### src/rtl/btn_event_pkg.sv
// Shared definitions for the button event generator: channel FSM state
// encoding, counter width, channel count and a parameter range helper.
package btn_event_pkg;

  // Number of independent button channels.
  localparam int NUM_BTN = 4;

  // Width of each channel's hold counter. It is wide enough for a full
  // LONG_CYC or REPEAT_CYC period.
  localparam int CNT_W = 27;

  // Channel FSM states. REPEAT is only entered in builds with auto-repeat.
  typedef enum logic [1:0] {
    IDLE    = 2'd0,
    PRESSED = 2'd1,
    LONG    = 2'd2,
    REPEAT  = 2'd3
  } btn_state_t;

  // True when a cycle-count parameter is usable by the hold counter:
  // at least 2 cycles and no more than the counter can represent.
  function automatic logic cyc_in_range(input int cyc);
    return (cyc >= 2) && (cyc <= ((1 << CNT_W) - 1));
  endfunction

endpackage

### src/rtl/btn_event_chan.sv
// Single button channel: edge detection, hold counter and the
// IDLE / PRESSED / LONG / REPEAT state machine. All event outputs are
// registered one-cycle pulses, and held_o is a registered level.
// Auto-repeat is built only when macro BTN_REPEAT_EN is defined.
// Without it, the channel stays in LONG until release and repeat_o is 0.
//
// Event timing, where N is the edge that first samples the button high:
//   press_o   high in the cycle right after edge N
//   long_o    LONG_CYC cycles after press_o
//   repeat_o  every REPEAT_CYC cycles after long_o
//   release_o one cycle after the edge that samples the button low
// A release always wins over a long or repeat threshold in the same cycle.
import btn_event_pkg::*;

module btn_event_chan #(
  parameter int LONG_CYC   = 100_000_000,
  parameter int REPEAT_CYC = 20_000_000
) (
  input  logic       clk,
  input  logic       rst,
  input  logic       btn_in,
  output logic       press_o,
  output logic       release_o,
  output logic       long_o,
  output logic       repeat_o,
  output logic       held_o,
  output btn_state_t state_o
);

  // Reject parameter values the hold counter cannot represent.
  if (!cyc_in_range(LONG_CYC)) begin : g_bad_long_cyc
    $error("btn_event_chan: LONG_CYC out of range 2..2^27-1");
  end
  if (!cyc_in_range(REPEAT_CYC)) begin : g_bad_repeat_cyc
    $error("btn_event_chan: REPEAT_CYC out of range 2..2^27-1");
  end

  // Terminal counts. The counter is cleared on the threshold edge, so it
  // runs from 0 up to PERIOD-1.
  localparam logic [CNT_W-1:0] LONG_LAST = CNT_W'(LONG_CYC - 1);
`ifdef BTN_REPEAT_EN
  localparam logic [CNT_W-1:0] REP_LAST  = CNT_W'(REPEAT_CYC - 1);
`endif

  btn_state_t       state;
  btn_state_t       state_nx;
  logic             btn_q;
  logic [CNT_W-1:0] cnt;
  logic [CNT_W-1:0] cnt_nx;

  logic rise;
  logic long_hit;
`ifdef BTN_REPEAT_EN
  logic rep_hit;
`endif

  logic press_d;
  logic release_d;
  logic long_d;
  logic repeat_d;
  logic held_d;

  assign rise     = btn_in & ~btn_q;
  assign long_hit = (cnt == LONG_LAST);
`ifdef BTN_REPEAT_EN
  assign rep_hit  = (cnt == REP_LAST);
`endif

  assign state_o = state;

  // State register.
  always_ff @(posedge clk) begin
    if (rst) begin
      state <= IDLE;
    end else begin
      state <= state_nx;
    end
  end

  // Next-state logic. A low button always returns to IDLE first.
  always_comb begin
    state_nx = state;
    case (state)
      IDLE: begin
        if (rise) state_nx = PRESSED;
      end
      PRESSED: begin
        if (!btn_in)       state_nx = IDLE;
        else if (long_hit) state_nx = LONG;
      end
      LONG: begin
        if (!btn_in)       state_nx = IDLE;
`ifdef BTN_REPEAT_EN
        else if (rep_hit)  state_nx = REPEAT;
`endif
      end
`ifdef BTN_REPEAT_EN
      REPEAT: begin
        if (!btn_in)       state_nx = IDLE;
      end
`endif
      default: state_nx = IDLE;
    endcase
  end

  // Output and counter decode. These values are registered below.
  always_comb begin
    press_d   = (state == IDLE) & rise;
    release_d = (state != IDLE) & ~btn_in;
    long_d    = (state == PRESSED) & btn_in & long_hit;
`ifdef BTN_REPEAT_EN
    repeat_d  = ((state == LONG) | (state == REPEAT)) & btn_in & rep_hit;
`else
    repeat_d  = 1'b0;
`endif
    held_d    = (state_nx != IDLE);

    // The counter restarts on a new press, a release and every threshold
    // hit, so it never wraps.
    if ((state == IDLE) || !btn_in || long_d || repeat_d) begin
      cnt_nx = '0;
`ifdef BTN_REPEAT_EN
    end else begin
      cnt_nx = cnt + CNT_W'(1);
    end
`else
    end else if (state == PRESSED) begin
      cnt_nx = cnt + CNT_W'(1);
    end else begin
      // LONG with no auto-repeat: nothing left to time, so hold at 0.
      cnt_nx = '0;
    end
`endif
  end

  // Button history, hold counter and registered event outputs. The button
  // history tracks the input during reset, so a button held through reset
  // must be released before it can produce a press.
  always_ff @(posedge clk) begin
    btn_q <= btn_in;
    if (rst) begin
      cnt       <= '0;
      press_o   <= 1'b0;
      release_o <= 1'b0;
      long_o    <= 1'b0;
      held_o    <= 1'b0;
    end else begin
      cnt       <= cnt_nx;
      press_o   <= press_d;
      release_o <= release_d;
      long_o    <= long_d;
      held_o    <= held_d;
    end
  end

`ifdef BTN_REPEAT_EN
  // Auto-repeat pulse register.
  always_ff @(posedge clk) begin
    if (rst) begin
      repeat_o <= 1'b0;
    end else begin
      repeat_o <= repeat_d;
    end
  end
`else
  assign repeat_o = repeat_d;
`endif

endmodule

### src/rtl/btn_event_gen.sv
// Button event generator: turns NUM_BTN debounced button levels into press,
// release, long-press and auto-repeat pulses plus a held level per button.
// Each button has its own btn_event_chan, and the channels share no logic.
// Auto-repeat is enabled by defining macro BTN_REPEAT_EN.
// dbg_state_o exposes every channel's FSM state: channel i uses bits
// [2*i+1:2*i], encoded as btn_state_t.
import btn_event_pkg::*;

module btn_event_gen #(
  parameter int LONG_CYC   = 100_000_000,
  parameter int REPEAT_CYC = 20_000_000
) (
  input  logic                 clk,
  input  logic                 rst,
  input  logic [NUM_BTN-1:0]   btn_in,
  output logic [NUM_BTN-1:0]   press_o,
  output logic [NUM_BTN-1:0]   release_o,
  output logic [NUM_BTN-1:0]   long_o,
  output logic [NUM_BTN-1:0]   repeat_o,
  output logic [NUM_BTN-1:0]   held_o,
  output logic [2*NUM_BTN-1:0] dbg_state_o
);

  // One independent channel per button.
  for (genvar i = 0; i < NUM_BTN; i++) begin : g_chan
    btn_state_t chan_state;

    btn_event_chan #(
      .LONG_CYC   (LONG_CYC),
      .REPEAT_CYC (REPEAT_CYC)
    ) u_chan (
      .clk       (clk),
      .rst       (rst),
      .btn_in    (btn_in[i]),
      .press_o   (press_o[i]),
      .release_o (release_o[i]),
      .long_o    (long_o[i]),
      .repeat_o  (repeat_o[i]),
      .held_o    (held_o[i]),
      .state_o   (chan_state)
    );

    assign dbg_state_o[2*i +: 2] = chan_state;
  end

endmodule

### config.mk
export PLATFORM = sky130hd
export DESIGN_NAME = btn_event_gen
export DESIGN_NICKNAME = d
export VERILOG_FILES = /design/src/rtl/btn_event_pkg.sv /design/src/rtl/btn_event_chan.sv /design/src/rtl/btn_event_gen.sv
export SDC_FILE = /design/constraint.sdc
export NUM_CORES = 1
export LEC_CHECK = 0
export CORE_ASPECT_RATIO = 2
export CORE_MARGIN = 5
export CORE_UTILIZATION = 28
export CTS_CLUSTER_DIAMETER = 100
export DETAILED_ROUTE_END_ITERATION = 8
export PLACE_DENSITY = 0.41
export RECOVER_POWER = 100
export SLEW_MARGIN = 20
export SYNTH_ARGS = -nofsm -noshare
export SYNTH_HDL_FRONTEND = slang
export SYNTH_SLANG_ARGS = --single-unit
### constraint.sdc
create_clock -name clk -period 5.3 [get_ports clk]
set_input_delay 1.325 -clock clk [delete_from_list [all_inputs] [get_ports clk]]
set_output_delay 1.325 -clock clk [all_outputs]
set_load 0.05 [all_outputs]
==> impl_metrics.ini <==
[critical_path]
crit_fanout = 22
crit_type = reg2reg
start_kind = register
cp.required_ns = 5.51
endpoint_kind = register
cp.arrival_ns = 4.02

[clocking]
root_buffer = clkbuf_16
cts-buffers-inserted = 17
clk_latency_ns = 0.43
clkTransAtPathRegs_ns = 0.06
clockBufferDepth = 2
cts_setup_buffers = 0
cts_max_level = 4
tritoncts = done
numClockSinks = 136
ctsHoldBuffers = 0
cts_resized = 0

[logic_synthesis]
synth_compound_area_share_pct = 13.1
ys_warn_count = 0
synth_top_family_by_area = simple AND/OR/NAND/NOR gates
synth-async-reset-ratio_pct = 0
synthXorXnorAreaFrac_pct = 6.63
ys_ff_latch = 136
syn_area_per_cell_um2 = 8.85
synth_area_um2 = 6080
synthDistinctLibCells = 47
netlist_instances = 687
ys_seq_area_share_pct = 44.8
synth_mux_area_share_pct = 0
synth_adder_area_share_pct = 0.823
synth_edf_count = 0
synthFlopType = dfxtp_1
synth-simple-area-share_pct = 29.4

[global_route]
grt.total_usage_pct = 12.4
grt_max_degree = 30
gr-total-overflow = 0
grt_pass1_vias = 4964
grt_pass1_wl_mm = 24.4
antenna_found_initial = 0

[detailed_routing]
dr.pass1.iters = 6
ant_nets = 0
drc = 0
detail_route.iter0.violations = 208
wire_per_inst_um = 14.9
viasPerCell = 5.15
vias = 5037
wl_mm = 14.6

[flow_run]
max_cap_viol_count = 2

[power]
power.share.clock_pct = 51.0
switching_share_pct = 22.7
power.internal_mw = 1.72
p_switching_mw = 0.506
max-vdd-ir-drop_v = 0.000172
seqPwrFrac_pct = 46.5
p_leak_nw = 2.13
pwr-share-comb_pct = 2.5
cellPowerDensity_nw_per_um2 = 317

[worst_hold_path]
hold_class = reg2reg

[floorplanning]
die_area_um2 = 24900
die_x_um = 114
core_um2 = 21500
dieHeight_um = 218
start_util_pct = 28.3
num_io_pins = 34
rows = 76

[timing]
max_freq_ghz = 0.262
fin_crit_sh_pct = 72.1
hold_violations = 0
min_period_ns = 3.82
skew_ns = 0.00600
tns_ns = 0
rsz0062_at_grt = no
worst_pin_slew_ns = 2.76
report.final.slew_viol_count = 48
final-setup-viol-count = 0
max_slew_margin_pct = -85.4
setup_slack_ns = 1.48

[cells_and_area]
postLayoutCoreUtil_pct = 32.7
syn_to_final_growth_pct = 15.6
fin_nets = 703
diodes = 0
drive_gt1_share_pct = 6.09

[placed_design]
dp_hpwl_mm = 10.5
io_buffers = 29
pre_cts_ws_ns = 1.68
routabilityCongestion = 0.744

[status]
violations = max-capacitance violations, max-slew violations
status = finished with violations
==> layer usage <==
metal | track usage [%] | part of all wire (%)
met5 | 0 | 0
met4 | 5.51 | 2.1
met3 | 3.96 | 3.6
met2 | 22.2 | 54
met1 | 13.0 | 41
==> area by class of cell <==
cell class                      instances  area (um^2)
Fill cell                            2325        14500
Multi-Input combinational cell        495         3050
Tap cell                              273          342
Inverter                               13         48.8
Clock inverter                         12          100
Timing Repair Buffer                   30          298
Clock buffer                           20          467
Sequential cell                       136         2720
==> cell usage in the layout, fill, tap and decap left out, types with 28 or more instances in the layout <==
| cell | count |
|---|---|
| nand2_1 | 39 |
| o21ai_0 | 28 |
| nand3_1 | 38 |
| xor2_1 | 30 |
| nor2_1 | 51 |
| or3_1 | 28 |
| a21oi_1 | 42 |
| nand4_1 | 30 |
| dfxtp_1 | 136 |
| dlygate4sd3_1 | 29 |
==> metrics by stage <==
step / area [um^2] / hold WS [ns] / power (mW) / instances
6_report: 7030 / 0.438 / 2.23 / 979
5_1_grt: 7030 / 0.463 / 2.32 / 979
4_1_cts: 7060 / 0.439 / 2.28 / 979
3_5_place_dp: 6490 / 0.424 / 1.12 / 947
3_3_place_gp: 6490 / 0.430 / 1.12 / 947
2_1_floorplan: 6090 / 0.404 / 1.10 / 690
==> registers in the layout (all words and copies together) (netlist names) <==
name,count
g_chan.u_chan.btn_q,4
g_chan.u_chan.cnt,108
g_chan.u_chan.held_o,4
g_chan.u_chan.long_o,4
g_chan.u_chan.press_o,4
g_chan.u_chan.release_o,4
g_chan.u_chan.state_o,8
==> synth_stat cells (all sizes together), types with 4 or more instances <==
| cell | n | area [um^2] |
|---|---|---|
| clkbuf | 17 | 63.8 |
| a21oi | 43 | 219 |
| nor2 | 51 | 191 |
| or4 | 28 | 218 |
| dfxtp | 136 | 2720 |
| nand3 | 38 | 190 |
| nor4b | 5 | 43.8 |
| xnor2 | 16 | 140 |
| nand2 | 39 | 146 |
| inv | 13 | 48.8 |
| nand2b | 7 | 43.8 |
| o31ai | 26 | 200 |
| nor4 | 11 | 68.8 |
| a21o | 7 | 52.6 |
| o21ai | 28 | 140 |
| nand4 | 31 | 209 |
| nand4b | 7 | 61.3 |
| and3 | 13 | 81.3 |
| or3 | 28 | 175 |
| and4 | 15 | 131 |
| nor3 | 25 | 125 |
| xor2 | 30 | 263 |
| buf | 29 | 205 |
| a211oi | 15 | 113 |
| and2 | 4 | 25.0 |
| ha | 4 | 50.1 |
==> logic make-up after synthesis <==
logic type / Yosys count
flops: 136
buf+inv: 59
simple gates: 312
other cells: 1
xor+xnor: 46
compound gates: 129
fa+ha+maj: 4
==> critical path, cell delays in order, from the launching register on <==
cell and delay, ns:
dfxtp_1 0.40, ha_1 0.26, and4_1 0.25, nand2_1 0.29, o31ai_1 2.23, nor2_1 0.15
==> power by group through the flow <==
stage	logic, mW	clock network (mW)	registers, mW
finish	0.0558	1.14	1.04
global route	0.0597	1.22	1.04
CTS	0.0599	1.18	1.04
detailed placement	0.0597	0	1.06
global placement	0.0597	0	1.06
floorplan	0.0403	0	1.06
==> final timing paths <==
check,startpoint,endpoint,slack [ns],cells after the start
setup / recovery,g_chan[1].u_chan.cnt[0]$_SDFF_PP0_,g_chan[1].u_chan.cnt[12]$_SDFF_PP0_,1.48,5
hold / removal,g_chan[1].u_chan.btn_q$_DFF_P_,g_chan[1].u_chan.held_o$_SDFF_PP0_,0.44,1
setup reg to reg,g_chan[1].u_chan.cnt[0]$_SDFF_PP0_,g_chan[1].u_chan.cnt[12]$_SDFF_PP0_,1.48,5
hold reg to reg,g_chan[1].u_chan.btn_q$_DFF_P_,g_chan[1].u_chan.held_o$_SDFF_PP0_,0.44,1
Note: power is estimated with default switching activity, not from simulation.
